===== src/rtl/addr_mux2_4_pkg.sv =====
// ----------------------------------------------------------------------------
// addr_pkg
// Shared definitions for the two-source address multiplexer slice.
//   ADDR_W : default address width
//   addr_t : address word type of ADDR_W bits
//   SEL_A  : select code that picks source A (address_1)
//   SEL_B  : select code that picks source B (address_2)
// ----------------------------------------------------------------------------
package addr_pkg;

    localparam int ADDR_W = 4;

    typedef logic [ADDR_W-1:0] addr_t;

    localparam logic SEL_A = 1'b0;
    localparam logic SEL_B = 1'b1;

endpackage : addr_pkg


===== src/rtl/addr_mux2_4_if.sv =====
// ----------------------------------------------------------------------------
// addr_mux2_4_if
// Bundles the address sources, the select/enable controls and the three
// results of the address multiplexer.
//   address_1   : source A, chosen when select = SEL_A
//   address_2   : source B, chosen when select = SEL_B
//   select      : source select
//   en          : load enable for the registered copies
//   address_out : combinational mux result
//   address_q   : registered mux result
//   select_q    : registered select, identifies the source of address_q
// Modports: master drives sources/controls, slave is the multiplexer.
// ----------------------------------------------------------------------------
interface addr_mux2_4_if
    import addr_pkg::*;
#(
    parameter int WIDTH = ADDR_W
);

    logic [WIDTH-1:0] address_1;
    logic [WIDTH-1:0] address_2;
    logic             select;
    logic             en;
    logic [WIDTH-1:0] address_out;
    logic [WIDTH-1:0] address_q;
    logic             select_q;

    modport master (
        output address_1,
        output address_2,
        output select,
        output en,
        input  address_out,
        input  address_q,
        input  select_q
    );

    modport slave (
        input  address_1,
        input  address_2,
        input  select,
        input  en,
        output address_out,
        output address_q,
        output select_q
    );

endinterface : addr_mux2_4_if


===== src/rtl/addr_mux2_4_reg.sv =====
// ----------------------------------------------------------------------------
// addr_reg
// WIDTH-bit register with asynchronous active-high reset and load enable.
//   clk : rising-edge clock
//   rst : asynchronous active-high reset, forces q to RESET_VAL
//   en  : 1 = capture d on the clock edge, 0 = hold
//   d   : data in
//   q   : registered data out
// ----------------------------------------------------------------------------
module addr_reg #(
    parameter int               WIDTH     = 4,
    parameter logic [WIDTH-1:0] RESET_VAL = '0
) (
    input  logic             clk,
    input  logic             rst,
    input  logic             en,
    input  logic [WIDTH-1:0] d,
    output logic [WIDTH-1:0] q
);

    // Reset is checked first so an edge coincident with reset never loads.
    always_ff @(posedge clk or posedge rst) begin
        if (rst) begin
            q <= RESET_VAL;
        end else if (en) begin
            q <= d;
        end
    end

endmodule : addr_reg


===== src/rtl/addr_mux2_4.sv =====
// ----------------------------------------------------------------------------
// addr_mux2_4
// 2-to-1 address multiplexer, e.g. program counter vs. instruction operand
// feeding the memory address register. Gives a zero-latency combinational
// result and a registered copy together with the select that produced it.
//   clk : rising-edge clock
//   rst : asynchronous active-high reset (clears address_q / select_q only)
//   bus : addr_mux2_4_if slave modport
//         address_1, address_2, select, en  -> in
//         address_out, address_q, select_q  -> out
// ----------------------------------------------------------------------------
module addr_mux2_4
    import addr_pkg::*;
#(
    parameter int               WIDTH     = ADDR_W,
    parameter logic [WIDTH-1:0] RESET_VAL = '0
) (
    input  logic         clk,
    input  logic         rst,
    addr_mux2_4_if.slave bus
);

    logic [WIDTH-1:0] mux_out;

    // An unknown select is left to propagate as X rather than being resolved.
    assign mux_out         = (bus.select == SEL_B) ? bus.address_2 : bus.address_1;
    assign bus.address_out = mux_out;

    addr_reg #(
        .WIDTH     (WIDTH),
        .RESET_VAL (RESET_VAL)
    ) u_address_reg (
        .clk (clk),
        .rst (rst),
        .en  (bus.en),
        .d   (mux_out),
        .q   (bus.address_q)
    );

    // Resets to SEL_A so a cleared address_q reads as coming from source A.
    addr_reg #(
        .WIDTH     (1),
        .RESET_VAL (SEL_A)
    ) u_select_reg (
        .clk (clk),
        .rst (rst),
        .en  (bus.en),
        .d   (bus.select),
        .q   (bus.select_q)
    );

endmodule : addr_mux2_4


===== src/flat_wrapper.sv =====
// flat-port wrapper written by rule: the top's interface ports become plain ports
module addr_mux2_4_flat import addr_pkg::*;
#(
    parameter int               WIDTH     = ADDR_W,
    parameter logic [WIDTH-1:0] RESET_VAL = '0
)
  (clk, rst, bus_address_1, bus_address_2, bus_select, bus_en, bus_address_out, bus_address_q, bus_select_q);
  addr_mux2_4_if #(.WIDTH(WIDTH)) bus_i ();
  input  logic clk;
  input  logic rst;
  input wire logic [$bits(bus_i.address_1)-1:0] bus_address_1;
  input wire logic [$bits(bus_i.address_2)-1:0] bus_address_2;
  input wire logic [$bits(bus_i.select)-1:0] bus_select;
  input wire logic [$bits(bus_i.en)-1:0] bus_en;
  output wire logic [$bits(bus_i.address_out)-1:0] bus_address_out;
  output wire logic [$bits(bus_i.address_q)-1:0] bus_address_q;
  output wire logic [$bits(bus_i.select_q)-1:0] bus_select_q;
  assign bus_i.address_1 = bus_address_1;
  assign bus_i.address_2 = bus_address_2;
  assign bus_i.select = bus_select;
  assign bus_i.en = bus_en;
  assign bus_address_out = bus_i.address_out;
  assign bus_address_q = bus_i.address_q;
  assign bus_select_q = bus_i.select_q;
  addr_mux2_4 #(.WIDTH(WIDTH), .RESET_VAL(RESET_VAL)) u_core (.clk(clk), .rst(rst), .bus(bus_i));
endmodule

===== config.mk =====
export PLATFORM = sky130hd
export DESIGN_NAME = addr_mux2_4_flat
export DESIGN_NICKNAME = d
export VERILOG_FILES = /design/src/rtl/addr_mux2_4_pkg.sv /design/src/rtl/addr_mux2_4_if.sv /design/src/rtl/addr_mux2_4_reg.sv /design/src/rtl/addr_mux2_4.sv /design/src/flat_wrapper.sv
export SDC_FILE = /design/constraint.sdc
export NUM_CORES = 1
export LEC_CHECK = 0
export ABC_AREA = 1
export CAP_MARGIN = 20
export CORE_AREA = 2 2 39 41
export CTS_CLUSTER_DIAMETER = 30
export CTS_CLUSTER_SIZE = 25
export DETAILED_ROUTE_END_ITERATION = 7
export DIE_AREA = 0 0 41 43
export GPL_TIMING_DRIVEN = 0
export PLACE_DENSITY_LB_ADDON = 0.05
export SLEW_MARGIN = 30
export SYNTH_ARGS = -nofsm -noshare
export SYNTH_HDL_FRONTEND = slang
export SYNTH_SLANG_ARGS = --single-unit

===== constraint.sdc =====
create_clock -name clk -period 1.31 [get_ports clk]
set_clock_uncertainty 0.05 [all_clocks]
set_input_delay 0.262 -clock clk [delete_from_list [all_inputs] [get_ports clk]]
set_output_delay 0.262 -clock clk [all_outputs]
set_load 0.005 [all_outputs]

# == Yosys cells after proc, flatten, opt, wreduce, memory -nomap -nowiden ==
# Index checks and enable logic that the tools add are counted.
# word_totals
register_bits,5
input_bits,12
out_inout_bits,9
elab_cells,3
# classes
mux,1
# op_table
cell,count
$mux W4,1

# == Depth between registers and ports, before layout ==
# depth
ltp_word,1
mapped_depth,4
depth_no_buf,4

# == Modules after synthesis ==
# From an unflattened synthesis, not the netlist that was laid out.
# hier_totals
hier_cells,37
hier_area_um2,245.2
# modules_own_cells
module,instances,cells_per_inst,area_per_inst_um2,seq_area_each_um2
addr_reg at u_core.u_address_reg,1,18,152.6,100.1
addr_mux2_4,1,13,48.8,0.0
addr_reg at u_core.u_select_reg,1,6,43.8,25.0

# == Worst setup path before layout ==
# OpenSTA, ideal clock, no wires.
# synth_path
path_type,input to output
startpoint,input bus_select
endpoint,output bus_address_out[0]
arrival_time_ps,509
required_ps,998
path_slack_ps,489
path_stages,3
n_path_buf,0
cell_sequence,inv_2 > nand2_1 > and2_1
# synth_via
elab_chain_len,1
# synth_lines
element,line,source
"start, declared",flat_wrapper.sv:13,input wire logic [$bits(bus_i.select)-1:0] bus_select;
$mux W4,addr_mux2_4.sv:26,assign mux_out = (bus.select == SEL_B) ? bus.address_2 : bus.address_1;
"end, declared",flat_wrapper.sv:15,output wire logic [$bits(bus_i.address_out)-1:0] bus_address_out;
# No other way between the ends.

# == Final worst setup path ==
# layout_path
startpoint,register u_core.u_address_reg.q[1]
endpoint,output bus_address_q[1]
# layout_lines
element,line,source
"start, declared",addr_mux2_4_reg.sv:18,output logic [WIDTH-1:0] q
"start signal, assigned",addr_mux2_4_reg.sv:24,q <= RESET_VAL;
"start signal, assigned",addr_mux2_4_reg.sv:26,q <= d;
"end, declared",flat_wrapper.sv:16,output wire logic [$bits(bus_i.address_q)-1:0] bus_address_q;
# No word-level cell between the ends.

==> flow_summary.toml <==
[global_routing]
antenna_found_initial = 0
grt_overflow = 0
grt_pass1_vias = 351
grt_pass1_wl_mm = 1.22
grt_max_degree = 7
grt_usage = 0.109

[synthesis]
synth-seq-cells = 5
synth_cells = 42
synth.yosys.warnings = 0
syn_area_um2 = 280
avgSynthCellArea_um2 = 6.67
yosys.cell_types.count = 7
syn_nets = 54
yosysSeqAreaShare = 0.446

[placed_design]
place_area_um2 = 500
globalplace.congestion = 0.592
io_buffer_count = 20
pre_cts_ws_ns = -0.613
hpwl_um = 532

[floorplan]
ioPinCount = 21
core_um2 = 1380
rows = 14
initial_core_util = 0.203
die_x_um = 41
die_height_um = 43
dieArea_um2 = 1760

[critical_path]
end_kind = "output port"
cp_max_fo = 2
reg2regPathDepth = 3
crit_chain = "dlygate4sd2_1"
ff2ff_setup_slack_ns = 0.56
cp_slowest_cell = "dfrtp_1"
start_kind = "flip-flop"
path_buf_inv = 1
worst_r2r_startpoint = "u_core.u_address_reg.q[0]$_DFFE_PP0P_"
critPathMaxStageDelay_ns = 0.37
arrival_ns = 0.87
timing.rr.end = "u_core.u_address_reg.q[0]$_DFFE_PP0P_"
path_class = "reg2out"
crit_family = "flip-flops"
required_ns = 1.00

[timing]
rsz0062_at_grt = "false"
relSlewSlack = 0.869
holdWs_ns = 0.175
tns_ns = 0
timing.final.ws_setup_ns = 0.128
slew_viol_final = 0
hold_violations = 0
max_freq_ghz = 0.846
tightest_slew_ns = 0.195
fin_crit_sh = 0.902
fin_crit_ns = 1.18
finalSetupViolCount = 0

[min_path]
hold_path_class = "in2async"

[routing]
vias = 355
vias_per_cell = 3.62
antenna_left = 0
routed_wirelength_um = 769
drtIter0Drc = 0
drt_first_pass_iters = 1
post_drt_wl_per_cell_um = 7.85
drcViolationCount = 0

[flow_run]
maxCapViolations = 0

[cts]
cts_root_buffer = "clkbuf_4"
htree_levels = 1
cts_buffers = 3
cts.sinks = 5
clkSlewWorstSetupHoldPaths_ns = 0.04
tritoncts = "yes"
cts_buffer_depth = 2
cts_hold_buf = 0
worstSkewPairLatency_ns = 0.24

[finish]
final_net_count = 95
final_area_um2 = 606
synthToLayoutAreaGrowth_pct = 116
mostFrequentLayoutCell = "nand2_1"
fillers = 154
multiInputGateArea_um2 = 114
layout_common_cells = "nand2_1, buf_4, dlygate4sd2_1"
antenna_cells = 0
seq_area_um2 = 125
fin_util = 0.438
drive_above_1_share = 0.305

[pwr]
pwr_density_cell_nw_per_um2 = 809
p_sw_w = 0.000116
clkPwrFrac = 0.350
p_int_w = 0.000373
combPwrFrac = 0.285
peakVddDrop_uv = 239
p_leak_nw = 0.366
p_sw_frac = 0.237
p_seq_frac = 0.365

[outcome]
status = "completed"
stage by stage:
| step | power (W) | cells |
|---|---|---|
| 5_1_grt | 0.000523 | 98 |
| 6_report | 0.000490 | 98 |
| 4_1_cts | 0.000501 | 98 |
| 3_3_place_gp | 0.000315 | 78 |
| 3_5_place_dp | 0.000314 | 78 |
| 2_1_floorplan | 0.000223 | 42 |
state kept, by name, summed over array words and instances (netlist names):
signal and count:
u_core.u_address_reg.q 4, u_core.u_select_reg.q 1
cell type report:
class,instances,area share
Tap cell,16,0.0331
Timing Repair Buffer,36,0.461
Clock buffer,4,0.0434
Inverter,11,0.0682
Multi-Input combinational cell,26,0.188
Sequential cell,5,0.207
power groups by stage:
| stage | Clock, W | Sequential [W] | Combinational [W] |
|---|---|---|---|
| finish | 0.000171 | 0.000179 | 0.000140 |
| global route | 0.000184 | 0.000181 | 0.000158 |
| CTS | 0.000182 | 0.000179 | 0.000140 |
| detailed placement | 0 | 0.000182 | 0.000132 |
| global placement | 0 | 0.000182 | 0.000133 |
| floorplan | 0 | 0.000182 | 0.0000401 |
synthesized netlist by cell type, drive strengths merged:
master / count / area, um2
nand3: 4 / 20.0
nand2: 17 / 63.8
and2: 4 / 25.0
inv: 11 / 41.3
o21ai: 1 / 5.00
dfrtp: 5 / 125
metal layers:
metal,GRT usage,share of wire
met4,0.120,0
met1,0.117,0.39
met3,0,0.069
met5,0,0
met2,0.169,0.54
worst max path at each step:
stage | start | end | depth (start not counted)
floorplan | bus_select | bus_address_out[0] | 3
CTS | bus_select | bus_address_out[2] | 5
detailed placement | bus_select | bus_address_out[1] | 5
global route | u_core.u_address_reg.q[1]$_DFFE_PP0P_ | bus_address_q[1] | 1
global placement | bus_select | bus_address_out[2] | 5
finish | u_core.u_address_reg.q[1]$_DFFE_PP0P_ | bus_address_q[1] | 1
what timing repair did:
item | CTS | global route
gates resized for setup | 31 | 1
pin swaps | 4 | 0
endpoints found under the setup margin | 9 | 4
setup buffers | 16 | 0
cells by family (layout without fill, tap and decap cells):
family	Yosys count	after routing	share of synthesized area
flops	5	5	0.446
compound gates	1	1	0.0178
buf+inv	11	51	0.147
simple gates	25	25	0.388
Power figures use the tool's default switching activity.
